$ cat src/rtl/ram_rc_row_loader_if.sv
// Handshake and RAM-side bus of the ram_rc row loader.
// master = word source / RAM-side consumer, slave = the loader itself.
interface ram_rc_row_loader_if;
  logic [31:0] in_data;
  logic        in_valid;
  logic        in_last;
  logic        in_ready;
  logic        rnw;
  logic [2:0]  wa;
  logic [2:0]  ra;
  logic [7:0]  be;
  logic [63:0] di;
  logic        din_valid;
  logic        col_valid;
  logic [2:0]  col_idx;
  logic [3:0]  blk_rows;
  logic        block_done;

  modport master (
    output in_data, in_valid, in_last,
    input  in_ready, rnw, wa, ra, be, di, din_valid,
           col_valid, col_idx, blk_rows, block_done
  );

  modport slave (
    input  in_data, in_valid, in_last,
    output in_ready, rnw, wa, ra, be, di, din_valid,
           col_valid, col_idx, blk_rows, block_done
  );
endinterface

$ cat src/rtl/ram_rc_row_loader.sv
// Packs 32-bit words into 64-bit rows, writes them into the 8x8 transpose
// RAM, then sweeps the column address and flags each column on RAM do.
module ram_rc_row_loader (
  input logic               clk,
  input logic               rst,
  ram_rc_row_loader_if.slave bus
);
  typedef enum logic [1:0] {FILL, FLUSH, READ, DONE} state_t;

  state_t      state_q, state_d;
  logic [2:0]  row_q, row_d;
  logic        half_q, half_d;
  logic [31:0] hold_q, hold_d;
  logic        rnw_q, rnw_d;
  logic [2:0]  wa_q, wa_d;
  logic [2:0]  ra_q, ra_d;
  logic [7:0]  be_q, be_d;
  logic [63:0] di_q, di_d;
  logic        dv_q, dv_d;
  logic        cv_q, cv_d;
  logic [2:0]  cidx_q, cidx_d;
  logic [3:0]  blk_q, blk_d;
  logic        bd_q, bd_d;
  logic        accept;

  assign accept       = bus.in_valid && (state_q == FILL);
  assign bus.in_ready = (state_q == FILL) && !rst;

  assign bus.rnw        = rnw_q;
  assign bus.wa         = wa_q;
  assign bus.ra         = ra_q;
  assign bus.be         = be_q;
  assign bus.di         = di_q;
  assign bus.din_valid  = dv_q;
  assign bus.col_valid  = cv_q;
  assign bus.col_idx    = cidx_q;
  assign bus.blk_rows   = blk_q;
  assign bus.block_done = bd_q;

  // Next-state and registered-output decode; strobes default low, be to FF.
  always_comb begin
    state_d = state_q;
    row_d   = row_q;
    half_d  = half_q;
    hold_d  = hold_q;
    wa_d    = wa_q;
    ra_d    = ra_q;
    di_d    = di_q;
    be_d    = 8'hFF;
    dv_d    = 1'b0;
    cv_d    = 1'b0;
    cidx_d  = cidx_q;
    blk_d   = blk_q;
    bd_d    = 1'b0;
    unique case (state_q)
      FILL: begin
        if (accept) begin
          if (!half_q) begin
            hold_d = bus.in_data;
            half_d = 1'b1;
            if (bus.in_last) begin
              dv_d    = 1'b1;
              be_d    = 8'h0F;
              wa_d    = row_q;
              di_d    = {bus.in_data, 32'h0};
              blk_d   = {1'b0, row_q} + 4'd1;
              state_d = FLUSH;
            end
          end else begin
            dv_d   = 1'b1;
            be_d   = 8'h00;
            wa_d   = row_q;
            di_d   = {hold_q, bus.in_data};
            row_d  = row_q + 3'd1;
            half_d = 1'b0;
            if ((row_q == 3'd7) || bus.in_last) begin
              blk_d   = {1'b0, row_q} + 4'd1;
              state_d = FLUSH;
            end
          end
        end
      end
      FLUSH: begin
        ra_d    = '0;
        state_d = READ;
      end
      READ: begin
        // do is registered in the RAM, so the column for ra appears next cycle
        cv_d   = 1'b1;
        cidx_d = ra_q;
        ra_d   = ra_q + 3'd1;
        if (ra_q == 3'd7) begin
          bd_d    = 1'b1;
          state_d = DONE;
        end
      end
      DONE: begin
        row_d   = '0;
        half_d  = 1'b0;
        state_d = FILL;
      end
      default: state_d = FILL;
    endcase
    rnw_d = (state_d == FILL) || (state_d == FLUSH);
  end

  // State and output registers with synchronous reset.
  always_ff @(posedge clk) begin
    if (rst) begin
      state_q <= FILL;
      row_q   <= '0;
      half_q  <= 1'b0;
      hold_q  <= '0;
      rnw_q   <= 1'b1;
      wa_q    <= '0;
      ra_q    <= '0;
      be_q    <= '1;
      di_q    <= '0;
      dv_q    <= 1'b0;
      cv_q    <= 1'b0;
      cidx_q  <= '0;
      blk_q   <= '0;
      bd_q    <= 1'b0;
    end else begin
      state_q <= state_d;
      row_q   <= row_d;
      half_q  <= half_d;
      hold_q  <= hold_d;
      rnw_q   <= rnw_d;
      wa_q    <= wa_d;
      ra_q    <= ra_d;
      be_q    <= be_d;
      di_q    <= di_d;
      dv_q    <= dv_d;
      cv_q    <= cv_d;
      cidx_q  <= cidx_d;
      blk_q   <= blk_d;
      bd_q    <= bd_d;
    end
  end
endmodule

$ cat src/flat_wrapper.sv
// flat-port wrapper written by rule: the top's interface ports become plain ports
module ram_rc_row_loader_flat 
  (clk, rst, bus_in_data, bus_in_valid, bus_in_last, bus_in_ready, bus_rnw, bus_wa, bus_ra, bus_be, bus_di, bus_din_valid, bus_col_valid, bus_col_idx, bus_blk_rows, bus_block_done);
  ram_rc_row_loader_if bus_i ();
  input logic clk;
  input logic rst;
  input wire logic [$bits(bus_i.in_data)-1:0] bus_in_data;
  input wire logic [$bits(bus_i.in_valid)-1:0] bus_in_valid;
  input wire logic [$bits(bus_i.in_last)-1:0] bus_in_last;
  output wire logic [$bits(bus_i.in_ready)-1:0] bus_in_ready;
  output wire logic [$bits(bus_i.rnw)-1:0] bus_rnw;
  output wire logic [$bits(bus_i.wa)-1:0] bus_wa;
  output wire logic [$bits(bus_i.ra)-1:0] bus_ra;
  output wire logic [$bits(bus_i.be)-1:0] bus_be;
  output wire logic [$bits(bus_i.di)-1:0] bus_di;
  output wire logic [$bits(bus_i.din_valid)-1:0] bus_din_valid;
  output wire logic [$bits(bus_i.col_valid)-1:0] bus_col_valid;
  output wire logic [$bits(bus_i.col_idx)-1:0] bus_col_idx;
  output wire logic [$bits(bus_i.blk_rows)-1:0] bus_blk_rows;
  output wire logic [$bits(bus_i.block_done)-1:0] bus_block_done;
  assign bus_i.in_data = bus_in_data;
  assign bus_i.in_valid = bus_in_valid;
  assign bus_i.in_last = bus_in_last;
  assign bus_in_ready = bus_i.in_ready;
  assign bus_rnw = bus_i.rnw;
  assign bus_wa = bus_i.wa;
  assign bus_ra = bus_i.ra;
  assign bus_be = bus_i.be;
  assign bus_di = bus_i.di;
  assign bus_din_valid = bus_i.din_valid;
  assign bus_col_valid = bus_i.col_valid;
  assign bus_col_idx = bus_i.col_idx;
  assign bus_blk_rows = bus_i.blk_rows;
  assign bus_block_done = bus_i.block_done;
  ram_rc_row_loader u_core (.clk(clk), .rst(rst), .bus(bus_i));
endmodule
$ cat config.mk
export PLATFORM = sky130hd
export DESIGN_NAME = ram_rc_row_loader_flat
export DESIGN_NICKNAME = d
export VERILOG_FILES = /design/src/rtl/ram_rc_row_loader_if.sv /design/src/rtl/ram_rc_row_loader.sv /design/src/flat_wrapper.sv
export SDC_FILE = /design/constraint.sdc
export NUM_CORES = 1
export LEC_CHECK = 0
export CAP_MARGIN = 20
export CORE_UTILIZATION = 43
export DETAILED_ROUTE_END_ITERATION = 10
export PLACE_DENSITY = 0.78
export RECOVER_POWER = 100
export SYNTH_ARGS = -nofsm -noshare
export SYNTH_HDL_FRONTEND = slang
export SYNTH_SLANG_ARGS = --single-unit
$ cat constraint.sdc
create_clock -name clk -period 1.66 [get_ports clk]
set_clock_uncertainty 0.05 [all_clocks]
set_input_delay 0.332 -clock clk [delete_from_list [all_inputs] [get_ports clk]]
set_output_delay 0.332 -clock clk [all_outputs]
set_load 0.01 [all_outputs]
==> impl_results.md, run 1 <==
- CTS tree: yes
- Layout cells sized above 1: 15.7%
- Yosys top cell area share: 51.3%
- Leading cell type in the layout, fill and taps excluded: dfxtp_1
- Class of the most critical setup path: flop to output pin
- Vias/cell: 5.27
- WP data arrival: 1.33 ns
- Starting Density: 45.1%
- Hold_ws: 0.193 ns
- Failing checks: setup timing
- Initial antenna violation count: 0
- Total track usage: 21.2%
- First-pass GRT wire length: 18.9 mm
- Pwr Total: 8.36 mW
- R2r setup slk: 0.09 ns
- Seq cells post-synth: 121
- Synth warn: 0
- DIE WIDTH: 107 um
- Filler cells: 920
- Clock latency on the worst-skew pair: 0.50 ns
- Met2 usage: 37.2%
- Setup violations, final: 1
- Antenna fix cells: 0
- Synth unique cells: 39
- DIE AREA: 11400 um^2
- Final period util: 103%
- LEAKAGE: 2.90 nW
- Tmin final: 1.71 ns
- Fin. max-slew vios: 0
- Met3 Use GR: 5.05%
- Fmax: 0.585 GHz
- Nets: 642
- Max-cap viol count: 0
- Peak supply drop: 0.786 mV
- Clk sink count: 121
- Largest net degree at the start of global routing: 66
- Asr flop ratio synth: 0%
- Worst-path clk slew: 0.06 ns
- CP startpoint kind: flop
- Syn_nets: 513
- I/O pins: 126
- DP HPWL: 7.66 mm
- Clock Tree Root: clkbuf_8
- H-tree depth: 4
- Avg WL per Cell: 15.8 um
- RD Place Congestion: 0.725
- Routing usage on met1: 24.8%
- Most used flip-flop cell after synthesis: dfxtp_1
- Hold Violations, Final: 0
- Core area: 10500 um^2
- Via Count: 3938
- Post-synth EDFFs: 0
- Average size of a mapped cell: 10.1 um^2
- Final Util: 64.1%
- Largest cells by area after synthesis: dfxtp_1, mux2i_1, a22o_1
- Core Rows: 37
- CTS buffer count: 17
- Port Buffers: 125
- Hold-fix buffers, CTS: 0
- Post-Syn Instances: 469
- Area leader, netlist: dfxtp_1
- Post-Syn Area: 4720 um^2
- Vias in the first global route: 3854
- Most frequent cells in the layout: dfxtp_1, dlygate4sd2_1, nand2_1
- Area Overhead vs Synth: 42.1%
- Busiest grt layer: met2
- Slew @ Worst Pin: 0.782 ns
- Worst-path fanout max: 5
- Post-route ant nets: 0
- Sequential cell area fraction in the yosys report: 51.3%
- Pwr Density: 1250 nW/um^2
- Req. time, crit path: 1.28 ns
- Worst Hold Class: primary input to flop
- Iter 0 DRT Violations: 97
- RSZ-0062 raised after global routing: true
- DRC errors left: 0
- Die Ht: 107 um
- Setup crit end kind: output pin
- Status: finished, violations left
- Routed wire length: 11.8 mm
- Worst rel slew slack: 47.9%
- Clk buf depth: 2
- Final setup margin: -0.0493 ns
- Total gr overflow: 0
- 1st-pass router iterations: 4
cells by family after synthesis:
kind of cell               count (synthesis)  synth area share, %
AOI/OAI and AO/OA                        120                 19.6
DFF                                      121                 51.3
and+or+nand+nor                          132                 12.2
muxes                                     40                 8.51
adders and majority gates                  8                 2.12
buffers and inverters                     48                 6.15
final cells by class:
class / instances / area (um^2) / area share, %
clock buffers: 18 / 418 / 6.23
clock inverters: 14 / 223 / 3.32
inverters: 4 / 15.0 / 0.224
multi-input cells: 301 / 2050 / 30.6
flip-flops and latches: 121 / 2430 / 36.2
well taps: 136 / 170 / 2.54
repair buffers: 153 / 1400 / 20.9
cell usage after synthesis, types with 2 or more instances:
| master | count |
|---|---|
| dfxtp_1 | 121 |
| nand2_1 | 67 |
| a21oi_1 | 42 |
| nor2_1 | 42 |
| mux2i_1 | 39 |
| a22o_1 | 32 |
| a211oi_2 | 20 |
| a211oi_1 | 13 |
| buf_2 | 13 |
| buf_4 | 13 |
| ha_1 | 8 |
| buf_1 | 6 |
| o21ai_0 | 6 |
| buf_6 | 5 |
| clkbuf_1 | 5 |
| nand3_1 | 5 |
| nor2b_1 | 4 |
| inv_1 | 3 |
| and2_1 | 2 |
| clkbuf_4 | 2 |
| nand2b_1 | 2 |
| or4b_1 | 2 |
registers in the layout, summed over array words and instances, names as in the netlist:
register and cells:
u_core.hold_q 32, u_core.bus.col_valid 1, u_core.bus.din_valid 1, u_core.state_q 2, u_core.bus.col_idx 3, u_core.bus.wa 3
u_core.bus.block_done 1, u_core.row_q 3, u_core.bus.be 2, u_core.bus.di 64, u_core.half_q 1, u_core.bus.blk_rows 4
u_core.bus.rnw 1, u_core.bus.ra 3
what timing repair did:
item / 4_1_cts / 5_1_grt
cloned: 1 / 0
pin swaps: 2 / 1
buffers inserted: 0 / 1
gates resized for setup: 103 / 3
setup endpoints to repair: 124 / 5
metal layers:
metal | vias to the layer above | routed length, um
li1 | 1904 | -
met1 | 1900 | 5100
met2 | 120 | 5900
met3 | 14 | 666
met4 | 0 | 180
met5 | - | 0
critical path, cell delays in order, from the launching register on:
cell and delay, ns:
dfxtp_2 0.33, inv_2 0.08, ha_4 0.16, nor2b_4 0.15
buf_6 0.10
per-stage QoR:
stage | setup TNS [ns] | instances | cell area [um^2] | setup slack (ns)
after floorplan | 0 | 469 | 4720 | 0.0866
after global placement | -18.43 | 713 | 6120 | -0.356
after detailed placement | -23.77 | 713 | 6120 | -0.456
after CTS | -0.0713 | 746 | 6690 | -0.0713
after global routing | -0.0904 | 747 | 6710 | -0.0904
final | -0.0493 | 747 | 6710 | -0.0493
power by group:
part           switching, mW  internal, mW
Combinational          0.653         0.558
Sequential             0.112          3.11
Clock                   1.33          2.60
Total                   2.10          6.27
worst paths after layout:
check	from	end	cells after the start
setup / recovery	u_core.state_q[0]$_SDFF_PP0_	bus_in_ready	4
hold / removal	rst	u_core.half_q$_SDFFE_PP0P_	3
setup reg to reg	u_core.state_q[0]$_SDFF_PP0_	u_core.bus.rnw$_SDFF_PP1_	6
hold reg to reg	u_core.hold_q[31]$_SDFFE_PP0P_	u_core.hold_q[31]$_SDFFE_PP0P_	2
Power figures use the tool's default switching activity.
==> run 2: changes to the inputs <==
--- a/config.mk
+++ b/config.mk
@@ -6,9 +6,9 @@
 export NUM_CORES = 1
 export LEC_CHECK = 0
 export CAP_MARGIN = 20
-export CORE_UTILIZATION = 43
+export CORE_UTILIZATION = 36
 export DETAILED_ROUTE_END_ITERATION = 10
-export PLACE_DENSITY = 0.78
+export PLACE_DENSITY = 0.68
 export RECOVER_POWER = 100
 export SYNTH_ARGS = -nofsm -noshare
 export SYNTH_HDL_FRONTEND = slang
==> impl_results.md, run 2 (synthesis results as in run 1) <==
- Clk buf depth: 2 (unchanged)
- Worst path slowest cell: clkdlybuf4s50_1
- Total gr overflow: 0 (unchanged)
- Fin. max-slew vios: 0 (unchanged)
- Total track usage: 19.5% (-1.7 points)
- Psw: 2.04 mW (-2.8%)
- Area Overhead vs Synth: 46.7%
- Final Util: 54.4% (-9.7 points)
- Pwr Density: 1210 nW/um^2 (-3.0%)
- Sw Ratio: 24.3% (-0.75 points)
- Nets: 652 (+1.6%)
- Peak supply drop: 0.713 mV (-9.3%)
- I/O pins: 126 (unchanged)
- Final period util: 97.7% (-5.3 points)
- Crit path buf inv count: 1 (-1)
- Setup tns final: 0 ns (+0.0493 ns)
- Worst-path fanout max: 7 (+2)
- Tmin final: 1.62 ns (-0.0878 ns)
- Sequential Power Share: 38.4% (about the same)
- 1st-pass router iterations: 4 (unchanged)
- Core Rows: 41 (+11%)
- Critical path cell sequence: clkdlybuf4s50_1 -> a21boi_1 -> or4b_1 -> a21oi_1
- DIE AREA: 13600 um^2 (+19%)
- Die Ht: 117 um (+9.1%)
- Initial antenna violation count: 0 (unchanged)
- WP data arrival: 1.91 ns (+0.58 ns)
- Critical Path Max Stage Delay: 0.66 ns (+0.33 ns)
- Routed wire length: 12.6 mm (+6.3%)
- CP startpoint kind: primary input
- Hold-fix buffers, CTS: 0 (unchanged)
- Setup violations, final: 0 (-1)
- Slew @ Worst Pin: 0.722 ns (-0.0599 ns)
- Area after DPL: 6130 um^2 (+0.12%)
- Via Count: 3958 (+0.51%)
- Filler cells: 1185 (+29%)
- Vias/cell: 4.99 (-5.3%)
- Max-cap viol count: 0 (unchanged)
- CTS buffer count: 17 (unchanged)
- Clock power share: 46.3% (-0.7 points)
- Starting Density: 37.1% (-8.0 points)
- Pwr Total: 8.38 mW (+0.21%)
- Setup crit end kind: flop
- Max reg flops: 64 (unchanged)
- Finished Cell Area: 6930 um^2 (+3.3%)
- Vias in the first global route: 3890 (+0.93%)
- Core area: 12700 um^2 (+22%)
- Fmax: 0.617 GHz (+5.4%)
- Cell family with most CP delay: buffers and inverters
- Post-route ant nets: 0 (unchanged)
- Hold Violations, Final: 0 (unchanged)
- Worst Hold Class: primary input to flop
- Antenna fix cells: 0 (unchanged)
- Layout cells sized above 1: 17.7% (+2.0 points)
- # placed instances: 749 (+5.0%)
- Most frequent cells in the layout: dfxtp_1, dlygate4sd2_1, nand2_1
- Avg WL per Cell: 15.9 um (+0.17%)
- RD Place Congestion: 0.731 (+0.92%)
- Worst rel slew slack: 51.9% (+4.0 points)
- Iter 0 DRT Violations: 204 (+110%)
- Clock Tree Root: clkbuf_16
- Req. time, crit path: 1.95 ns (+0.67 ns)
- Class of the most critical setup path: primary input to flop
- Clk sink count: 121 (unchanged)
- Leading cell type in the layout, fill and taps excluded: dfxtp_1
- Int Power: 6.34 mW (+1.2%)
- CTS tree: yes
- H-tree depth: 4 (unchanged)
- First-pass GRT wire length: 19.9 mm (+5.1%)
- Clock latency on the worst-skew pair: 0.42 ns (-0.08 ns)
- DIE WIDTH: 117 um (+9.1%)
- Status: finished, final reports clean
- DRC errors left: 0 (unchanged)
- LEAKAGE: 2.98 nW (+2.7%)
- Largest net degree at the start of global routing: 59 (-11%)
- Fin cells: 793 (+6.2%)
- Port Buffers: 125 (unchanged)
- DP HPWL: 7.83 mm (+2.3%)
- Worst-path clk slew: 0.05 ns (about the same)
- Comb power frac: 15.3% (+0.8 points)
## run 2: cell count changes in the layout (fill, tap and decap cells not counted), moves of 2 or more
cell and change:
buf_4 -3, bufinv_16 -2, clkbuf_16 +2, clkdlybuf4s25_1 +3
clkinv_2 +3, dlygate4sd2_1 -3, clkinv_4 -5, clkbuf_8 +6
buf_6 +8, clkinvlp_4 -2
## run 2: path summary, 6_finish.rpt
kind,from,to,slack (ns),depth (start not counted)
max,bus_in_valid,u_core.row_q[1]$_SDFFE_PP0P_,0.04,4
min,rst,u_core.bus.wa[2]$_SDFFE_PP0P_,0.29,3
max reg2reg,u_core.row_q[0]$_SDFFE_PP0P_,u_core.row_q[2]$_SDFFE_PP0P_,0.06,4
min reg2reg,u_core.hold_q[10]$_SDFFE_PP0P_,u_core.hold_q[10]$_SDFFE_PP0P_,0.40,2
## run 2: final cells by class
type,count,area (um^2),share of cell area [%]
clock buffer,25,526,7.59
sequential,121,2430,35.0
timing repair buffer,163,1550,22.4
inverter,4,15.0,0.217
multi-input combinational,301,2080,30.0
tap,172,215,3.11
clock inverter,7,110,1.59
## run 2: what timing repair did
action                                  CTS  global route
endpoints found under the setup margin  144           107
pin swaps                                 3             4
setup buffers                             5             3
gates cloned                              4             1
gates resized for setup                 106            22
## run 2: layer usage
layer  wire length [um]  global-route usage [%]  up-vias
met5                  0                       0        -
met2               6080                    31.4      125
li1                   -                       -     1919
met4                177                    6.50        0
met3                768                    7.21       18
met1               5560                    24.0     1896
## run 2: power by group through the flow
stage	clock network (mW)	logic (mW)	registers, mW
after detailed placement	0	1.25	3.28
after CTS	3.94	1.23	3.22
after global routing	4.11	1.40	3.24
after global placement	0	1.22	3.27
final	3.88	1.28	3.22
after floorplan	0	0.661	3.32
## run 2: worst register-to-register path, cell delays in order (launching register included)
cell,delay (ns)
dfxtp_2,0.35
ha_1,0.22
ha_1,0.30
or4b_4,0.47
a21oi_2,0.15
## run 2: metrics by stage
| step | setup WS [ns] | hold WS (ns) |
|---|---|---|
| finish | 0.0385 | 0.289 |
| CTS | 0.00195 | 0.264 |
| detailed placement | -0.485 | 0.396 |
| global route | -0.00916 | 0.277 |
| floorplan | 0.0866 | 0.386 |
| global placement | -0.426 | 0.391 |
